**config.mk**
```make
export PLATFORM = sky130hd
export DESIGN_NAME = control_word_dispatch_flat
export DESIGN_NICKNAME = d
export VERILOG_FILES = /design/src/rtl/cu_pkg.sv /design/src/rtl/control_word_dispatch_if.sv /design/src/rtl/cw_field_split.sv /design/src/rtl/control_word_dispatch.sv /design/src/flat_wrapper.sv
export SDC_FILE = /design/constraint.sdc
export NUM_CORES = 1
export LEC_CHECK = 0
export ABC_AREA = 1
export CORE_MARGIN = 2
export CORE_UTILIZATION = 39
export CTS_BUF_LIST = sky130_fd_sc_hd__clkbuf_8
export DETAILED_ROUTE_END_ITERATION = 16
export HOLD_SLACK_MARGIN = 0.05
export PLACE_DENSITY = 0.81
export SYNTH_ARGS = -nofsm -noshare
export SYNTH_HDL_FRONTEND = slang
export SYNTH_HIERARCHICAL = 1
export SYNTH_SLANG_ARGS = --single-unit
```
**constraint.sdc**
```tcl
create_clock -name clock -period 3.42 [get_ports clock]
set_input_delay 0.684 -clock clock [delete_from_list [all_inputs] [get_ports clock]]
set_output_delay 0.684 -clock clock [all_outputs]
set_load 0.01 [all_outputs]
```
**src/rtl/cu_pkg.sv**
```systemverilog
// Shared control-unit definitions: control-word field positions, control-unit state
// encodings, dispatch FSM states and the decoded field bundle.
package cu_pkg;

    localparam int CW_WIDTH     = 33;
    localparam int K_WIDTH      = 64;
    localparam int STATUS_WIDTH = 5;

    localparam int CW_ALU_EN      = 32;
    localparam int CW_ALU_BS      = 31;
    localparam int CW_ALU_FS_HI   = 30;
    localparam int CW_ALU_FS_LO   = 26;
    localparam int CW_RF_B_EN     = 25;
    localparam int CW_SA_HI       = 24;
    localparam int CW_SA_LO       = 20;
    localparam int CW_SB_HI       = 19;
    localparam int CW_SB_LO       = 15;
    localparam int CW_WA_HI       = 14;
    localparam int CW_WA_LO       = 10;
    localparam int CW_RF_W        = 9;
    localparam int CW_RAM_EN      = 8;
    localparam int CW_RAM_W       = 7;
    localparam int CW_PC_EN       = 6;
    localparam int CW_PC_FS_HI    = 5;
    localparam int CW_PC_FS_LO    = 4;
    localparam int CW_PC_IN_SEL   = 3;
    localparam int CW_STATUS_LOAD = 2;
    localparam int CW_NS_HI       = 1;
    localparam int CW_NS_LO       = 0;

    // Control-unit state seen by the decoders; FETCH is the post-reset default.
    localparam logic [1:0] CU_FETCH = 2'b00;
    localparam logic [1:0] CU_EXEC1 = 2'b01;
    localparam logic [1:0] CU_EXEC2 = 2'b10;
    localparam logic [1:0] CU_EXEC3 = 2'b11;

    typedef enum logic [1:0] {
        IDLE  = 2'd0,
        ISSUE = 2'd1,
        STALL = 2'd2
    } fsm_t;

    typedef struct packed {
        logic       alu_en;
        logic       alu_bs;
        logic [4:0] alu_fs;
        logic       rf_b_en;
        logic [4:0] sa;
        logic [4:0] sb;
        logic [4:0] wa;
        logic       rf_w;
        logic       ram_en;
        logic       ram_w;
        logic       pc_en;
        logic [1:0] pc_fs;
        logic       pc_in_sel;
        logic       status_load;
        logic [1:0] ns;
    } cw_fields_t;

    // True when more than one databus driver is enabled at once.
    function automatic logic multi_bus_enable(input logic [3:0] en);
        return $countones(en) > 1;
    endfunction

endpackage

```
**src/rtl/control_word_dispatch_if.sv**
```systemverilog
// Decoder-side link: control word + literal handshake, and the state/status fed back
// to the decoders.
interface control_word_dispatch_if;
    import cu_pkg::*;

    logic [CW_WIDTH-1:0]     cw_in;
    logic [K_WIDTH-1:0]      k_in;
    logic                    cw_valid;
    logic                    cw_ready;
    logic [1:0]              state;
    logic [STATUS_WIDTH-1:0] status;

    modport master (output cw_in, k_in, cw_valid, input cw_ready, state, status);
    modport slave  (input cw_in, k_in, cw_valid, output cw_ready, state, status);

endinterface

```
**src/rtl/cw_field_split.sv**
```systemverilog
// Purely combinational slicing of a 33-bit control word into named fields.
module cw_field_split
    import cu_pkg::*;
(
    input  logic [CW_WIDTH-1:0] cw,
    output cw_fields_t          fields
);

    always_comb begin
        fields.alu_en      = cw[CW_ALU_EN];
        fields.alu_bs      = cw[CW_ALU_BS];
        fields.alu_fs      = cw[CW_ALU_FS_HI:CW_ALU_FS_LO];
        fields.rf_b_en     = cw[CW_RF_B_EN];
        fields.sa          = cw[CW_SA_HI:CW_SA_LO];
        fields.sb          = cw[CW_SB_HI:CW_SB_LO];
        fields.wa          = cw[CW_WA_HI:CW_WA_LO];
        fields.rf_w        = cw[CW_RF_W];
        fields.ram_en      = cw[CW_RAM_EN];
        fields.ram_w       = cw[CW_RAM_W];
        fields.pc_en       = cw[CW_PC_EN];
        fields.pc_fs       = cw[CW_PC_FS_HI:CW_PC_FS_LO];
        fields.pc_in_sel   = cw[CW_PC_IN_SEL];
        fields.status_load = cw[CW_STATUS_LOAD];
        fields.ns          = cw[CW_NS_HI:CW_NS_LO];
    end

endmodule

```
**src/rtl/control_word_dispatch.sv**
```systemverilog
// Accepts decoded control words, registers them into datapath controls, owns the
// control-unit state and status registers, and gates write strobes across stalls.
module control_word_dispatch
    import cu_pkg::*;
(
    input  logic                    clock,
    input  logic                    reset,
    control_word_dispatch_if.slave  dec,
    input  logic                    dp_stall,
    input  logic [STATUS_WIDTH-1:0] alu_status,
    output logic                    alu_en,
    output logic                    alu_bs,
    output logic [4:0]              alu_fs,
    output logic                    rf_b_en,
    output logic [4:0]              rf_sa,
    output logic [4:0]              rf_sb,
    output logic [4:0]              rf_wa,
    output logic                    rf_w,
    output logic                    ram_en,
    output logic                    ram_w,
    output logic                    pc_en,
    output logic [1:0]              pc_fs,
    output logic                    pc_in_sel,
    output logic [K_WIDTH-1:0]      k_out,
    output logic                    bus_conflict
);

    fsm_t                    fsm_reg, fsm_next;
    logic [CW_WIDTH-1:0]     cw_reg;
    logic [K_WIDTH-1:0]      k_reg;
    logic [1:0]              cu_state_reg;
    logic [STATUS_WIDTH-1:0] status_reg;
    logic                    bus_conflict_reg;
    logic                    cw_ready;
    logic                    accept;
    logic                    in_issue;
    logic                    in_conflict;
    cw_fields_t              fields;

    cw_field_split u_split (
        .cw     (cw_reg),
        .fields (fields)
    );

    always_comb begin
        fsm_next = fsm_reg;
        cw_ready = 1'b0;
        unique case (fsm_reg)
            IDLE: begin
                cw_ready = 1'b1;
                if (dec.cw_valid) fsm_next = ISSUE;
            end
            ISSUE: begin
                if (dp_stall) begin
                    fsm_next = STALL;
                end else begin
                    cw_ready = 1'b1;
                    fsm_next = dec.cw_valid ? ISSUE : IDLE;
                end
            end
            STALL: begin
                if (!dp_stall) fsm_next = IDLE;
            end
            default: fsm_next = IDLE;
        endcase
    end

    assign accept      = dec.cw_valid && cw_ready;
    assign in_issue    = (fsm_reg == ISSUE);
    assign in_conflict = multi_bus_enable({dec.cw_in[CW_ALU_EN], dec.cw_in[CW_RF_B_EN],
                                           dec.cw_in[CW_RAM_EN], dec.cw_in[CW_PC_EN]});

    always_ff @(posedge clock or posedge reset) begin
        if (reset) begin
            fsm_reg          <= IDLE;
            cw_reg           <= '0;
            k_reg            <= '0;
            cu_state_reg     <= CU_FETCH;
            status_reg       <= '0;
            bus_conflict_reg <= 1'b0;
        end else begin
            fsm_reg <= fsm_next;
            if (accept) begin
                cw_reg <= dec.cw_in;
                k_reg  <= dec.k_in;
                // Conflict is flagged at capture so the word's own writes are already blocked.
                if (in_conflict) bus_conflict_reg <= 1'b1;
            end
            if (in_issue) begin
                cu_state_reg <= fields.ns;
                if (fields.status_load && !bus_conflict_reg) status_reg <= alu_status;
            end
        end
    end

    assign dec.cw_ready = cw_ready;
    assign dec.state    = cu_state_reg;
    assign dec.status   = status_reg;

    assign alu_en       = fields.alu_en;
    assign alu_bs       = fields.alu_bs;
    assign alu_fs       = fields.alu_fs;
    assign rf_b_en      = fields.rf_b_en;
    assign rf_sa        = fields.sa;
    assign rf_sb        = fields.sb;
    assign rf_wa        = fields.wa;
    assign ram_en       = fields.ram_en;
    assign pc_en        = fields.pc_en;
    assign pc_fs        = fields.pc_fs;
    assign pc_in_sel    = fields.pc_in_sel;
    assign k_out        = k_reg;
    assign bus_conflict = bus_conflict_reg;

    // Writes fire only in the single ISSUE cycle of a conflict-free history.
    assign rf_w  = in_issue && fields.rf_w  && !bus_conflict_reg;
    assign ram_w = in_issue && fields.ram_w && !bus_conflict_reg;

endmodule

```
**src/flat_wrapper.sv**
```systemverilog
// flat-port wrapper written by rule: the top's interface ports become plain ports
module control_word_dispatch_flat import cu_pkg::*;
  (clock, reset, dp_stall, alu_status, alu_en, alu_bs, alu_fs, rf_b_en, rf_sa, rf_sb, rf_wa, rf_w, ram_en, ram_w, pc_en, pc_fs, pc_in_sel, k_out, bus_conflict, dec_cw_in, dec_k_in, dec_cw_valid, dec_cw_ready, dec_state, dec_status);
  control_word_dispatch_if dec_i ();
  input  logic clock;
  input  logic reset;
  input  logic dp_stall;
  input  logic [STATUS_WIDTH-1:0] alu_status;
  output logic alu_en;
  output logic alu_bs;
  output logic [4:0] alu_fs;
  output logic rf_b_en;
  output logic [4:0] rf_sa;
  output logic [4:0] rf_sb;
  output logic [4:0] rf_wa;
  output logic rf_w;
  output logic ram_en;
  output logic ram_w;
  output logic pc_en;
  output logic [1:0] pc_fs;
  output logic pc_in_sel;
  output logic [K_WIDTH-1:0] k_out;
  output logic bus_conflict;
  input wire logic [$bits(dec_i.cw_in)-1:0] dec_cw_in;
  input wire logic [$bits(dec_i.k_in)-1:0] dec_k_in;
  input wire logic [$bits(dec_i.cw_valid)-1:0] dec_cw_valid;
  output wire logic [$bits(dec_i.cw_ready)-1:0] dec_cw_ready;
  output wire logic [$bits(dec_i.state)-1:0] dec_state;
  output wire logic [$bits(dec_i.status)-1:0] dec_status;
  assign dec_i.cw_in = dec_cw_in;
  assign dec_i.k_in = dec_k_in;
  assign dec_i.cw_valid = dec_cw_valid;
  assign dec_cw_ready = dec_i.cw_ready;
  assign dec_state = dec_i.state;
  assign dec_status = dec_i.status;
  control_word_dispatch u_core (.clock(clock), .reset(reset), .dec(dec_i), .dp_stall(dp_stall), .alu_status(alu_status), .alu_en(alu_en), .alu_bs(alu_bs), .alu_fs(alu_fs), .rf_b_en(rf_b_en), .rf_sa(rf_sa), .rf_sb(rf_sb), .rf_wa(rf_wa), .rf_w(rf_w), .ram_en(ram_en), .ram_w(ram_w), .pc_en(pc_en), .pc_fs(pc_fs), .pc_in_sel(pc_in_sel), .k_out(k_out), .bus_conflict(bus_conflict));
endmodule
```
## After elaboration in Yosys (flattened, before gate mapping)

Index checks and enable logic that the tools add are counted.

- Bits in registers: 107
- Latch bits: 0
- Memory bits (writable): 0
- Bits in read-only memories: 0
- Bits of input ports: 106
- Word-level logic and storage cells: 32
- Memories kept: 0

- Add/subtract/negate cells: 3
- $mul: 0
- Div/mod/pow operators: 0
- Magnitude comparators: 1
- Equal/unequal tests: 4
- Shift operators: 0
- Muxes and demuxes: 7
- Bitwise gates (word level): 0
- Reductions and logical operators: 11

Operator list:

| operator | number |
|---|---|
| $add 32x32->32 | 1 |
| $gt 32x2->1 const B | 1 |
| $logic_and 1x1->1 | 6 |
| $mux 2 | 3 |
| $pmux 2 s3 | 1 |
| $reduce_and 2->1 | 3 |
| $add 1x1->2 | 2 |
| $ne 2x2->1 const B | 2 |
| $eq 2x1->1 const B | 1 |
| $eq 2x2->1 const B | 1 |
| $logic_not 2->1 | 1 |
| $mux 1 | 2 |
| $pmux 1 s2 | 1 |
| $logic_not 1->1 | 1 |

## Depth between registers and ports, before layout

- Depth after elaboration: 4
- Depth in mapped cells: 6

## By module

Netlist, hierarchy kept.

By module, submodules not included:

| module | instances | cells an instance | area each (µm²) | seq. area each (µm²) |
|---|---|---|---|---|
| control_word_dispatch | 1 | 466 | 4540.6 | 2677.6 |
| cw_field_split | 1 | 33 | 247.7 | 0.0 |

## Least setup slack after synthesis

No wires, ideal clock.

- Kind: in2out
- From: in dp_stall
- To: out dec_cw_ready
- Arrival time: 0.970 ns
- Data required time: 2.736 ns
- Path slack: 1.766 ns
- Stages: 1
- Path buffers: 0
- Cells stage by stage: a21oi_1

- Longest elaborated chain between the ends: 2

RTL lines:

| item | RTL line | text |
|---|---|---|
| from (decl) | flat_wrapper.sv:7 | `input logic dp_stall;` |
| $mux 1 | control_word_dispatch.sv:54 | `if (dp_stall) begin` |
| $pmux 1 s2 | control_word_dispatch.sv:48 | `unique case (fsm_reg)` |
| to (decl) | flat_wrapper.sv:27 | `output wire logic [$bits(dec_i.cw_ready)-1:0] dec_cw_ready;` |

Every way passes these cells.

## Final worst setup path

- From: reg u_core.fsm_reg[0]
- To: out ram_w

- Longest elaborated chain between the ends: 3

RTL lines:

| item | RTL line | text |
|---|---|---|
| from (decl) | control_word_dispatch.sv:28 | `fsm_t fsm_reg, fsm_next;` |
| from (signal assigned) | control_word_dispatch.sv:82 | `fsm_reg <= fsm_next;` |
| $eq 2x1->1 | control_word_dispatch.sv:69 | `assign in_issue = (fsm_reg == ISSUE);` |
| $logic_and 1x1->1 (2 in a row) | control_word_dispatch.sv:116 | `assign ram_w = in_issue && fields.ram_w && !bus_conflict_reg;` |
| to (decl) | flat_wrapper.sv:18 | `output logic ram_w;` |

Every way passes these cells.

==> out/metrics.yaml <==
outcome:
  status: "finished, final reports clean"
die:
  placementRows: 40
  initial_core_util_pct: 39.9
  core_area_um2: 12000
  chipWidth_um: 115
  dieArea_um2: 13200
  die-height_um: 115
  ios: 209
synthesis:
  netlist_area_um2: 4790
  synth_area_leaders: "dfrtp_1, o21ai_2, nand2_1"
  synth_cell_type_count: 17
  seq_area_frac_synth_pct: 55.9
  synth_top_area_share_pct: 55.9
  synthCells: 499
  syn_nets: 606
  ys_warn_count: 6
  avgSynthCellArea_um2: 9.60
  yosysTopAreaCell: "dfrtp_1"
  ys_ff_latch: 107
routing:
  ant_nets: 0
  drc: 0
  wl_per_cell_um: 13.0
  vias: 3602
  dr.pass1.iters: 4
  wirelength_um: 10600
  routed_via_density: 4.40
  drt_iter0_drc: 160
timing:
  setup_violations: 0
  max_freq_mhz: 356
  finalCriticalPeriod_ns: 2.81
  slew_headroom_pct: 37.3
  rsz0062_at_grt: "false"
  skew_ns: 0.0129
  tightest_slew_ns: 0.940
  hold_violations: 0
  period_share_pct: 82.0
  slew_violations: 0
  finalSetupTns_ns: 0
grt:
  grt_max_degree: 106
  grt_pass1_wl_um: 17100
  grt_pass1_vias: 3588
  track_usage_pct: 16.6
  gr-total-overflow: 0
  grt_antenna_before_repair: 0
clocking:
  clk_latency_ns: 0.37
  cts_root_buf: "clkbuf_8"
  numCtsBuffers: 9
  htreeDepth: 3
  clock_path_buffers: 2
  cts_tree: "done"
  clkTransAtPathRegs_ns: 0.09
  cts_setup_buffers: 0
  ctsResizeCount: 0
  ctsHoldBuffers: 0
  clkSinkCount: 107
power:
  power_density_nw_per_um2: 801
  ir_worst_vdd_uv: 354
  p_leak_uw: 0.00331
final_layout:
  drive_above_1_share_pct: 11.6
  post-route-util_pct: 56.8
  n_antenna_cell: 0
  final_cell_mix: "clkdlybuf4s50_1, nand2_1, inv_1, dfrtp_1, o21ai_2"
  largest_reg_flops: 64
  fillCellCount: 1033
  final_common_cell: "clkdlybuf4s50_1"
  area_growth_pct: 42.4
  layout.nets: 773
  design_area_um2: 6820
place:
  port_buffers: 208
  hpwl_um: 7840
  gp_congestion: 0.759
  dpl-instance-area_um2: 6650
setup_path:
  path_class: "flop to primary output"
  cp-start-kind: "flop"
  worst-path-max-fanout: 11
  critical_path_arrival_ns: 2.12
  crit_required_ns: 2.74
  critPathCaptureType: "primary output"
flow_run:
  max_cap_violations: 0
worst_hold_path:
  min_path_type: "flop to flop"
## cell usage after synthesis
master	n
nand2_1	120
dfrtp_1	107
inv_1	104
o21ai_2	60
buf_4	33
o21ai_1	23
buf_6	16
o21ai_0	14
nand3_1	6
nor2_1	5
buf_2	4
a21oi_1	2
buf_8	1
clkbuf_1	1
fa_1	1
inv_2	1
nand3_2	1
## path summary, 6_finish.rpt
check | startpoint | end | slack, ns | depth (start not counted)
setup / recovery | u_core/fsm_reg[0] | ram_w | 0.61 | 5
min in group asynchronous | reset | u_core/k_out[8] | 0.54 | 2
hold / removal | u_core/dec.status[4] | u_core/dec.status[4] | 0.48 | 2
max in group asynchronous | reset | u_core/cw_reg[20] | 2.13 | 3
setup reg to reg | u_core/fsm_reg[0] | u_core/k_out[12] | 1.71 | 4
hold reg to reg | u_core/dec.status[4] | u_core/dec.status[4] | 0.48 | 2
## where the power goes
group	total, µW	internal, µW	switching, µW
clock network	691	295	396
registers	2190	1860	329
logic	2580	1410	1170
total	5460	3570	1890
## per-layer routing
layer / routed length (µm) / track usage (%)
met1: 4240 / 19.6
met2: 5280 / 27.5
met3: 833 / 5.48
met4: 285 / 7.87
met5: 0 / 0
## per-stage QoR
step / std cells / hold slack, ns / setup WS (ns) / total power (µW)
CTS: 818 / 0.483 / 0.581 / 5550
detailed placement: 802 / 0.461 / 0.779 / 4830
floorplan: 499 / 0.456 / 1.45 / 3680
global placement: 802 / 0.456 / 0.809 / 4730
finish: 818 / 0.477 / 0.615 / 5460
global route: 818 / 0.508 / 0.426 / 5870
## worst max-delay path, cell delays in order, from the launching register on
cell             delay [ns]
dfrtp_1                0.38
inv_1                  0.07
nor2_1                 0.54
nand2_1                0.12
nor2_1                 0.12
clkdlybuf4s50_1        0.54
## area by class of cell
cell class / instances / area [µm²] / area share, %
multi-input combinational: 232 / 1260 / 18.4
timing repair buffer: 211 / 2130 / 31.2
inverter: 105 / 398 / 5.83
clock inverter: 5 / 22.5 / 0.330
clock buffer: 11 / 151 / 2.22
sequential: 107 / 2680 / 39.3
tap: 147 / 184 / 2.70
## logic make-up (layout without fill, tap and decap cells)
family	after synthesis	after routing	synth area share [%]
AO/OA/AOI/OAI	99	99	15.1
flip-flops	107	107	55.9
adder cells (fa/ha/maj)	1	1	0.418
AND/OR/NAND/NOR	132	132	10.6
buffers and inverters	160	332	18.0
No activity file was read; power rests on OpenSTA's default activity.
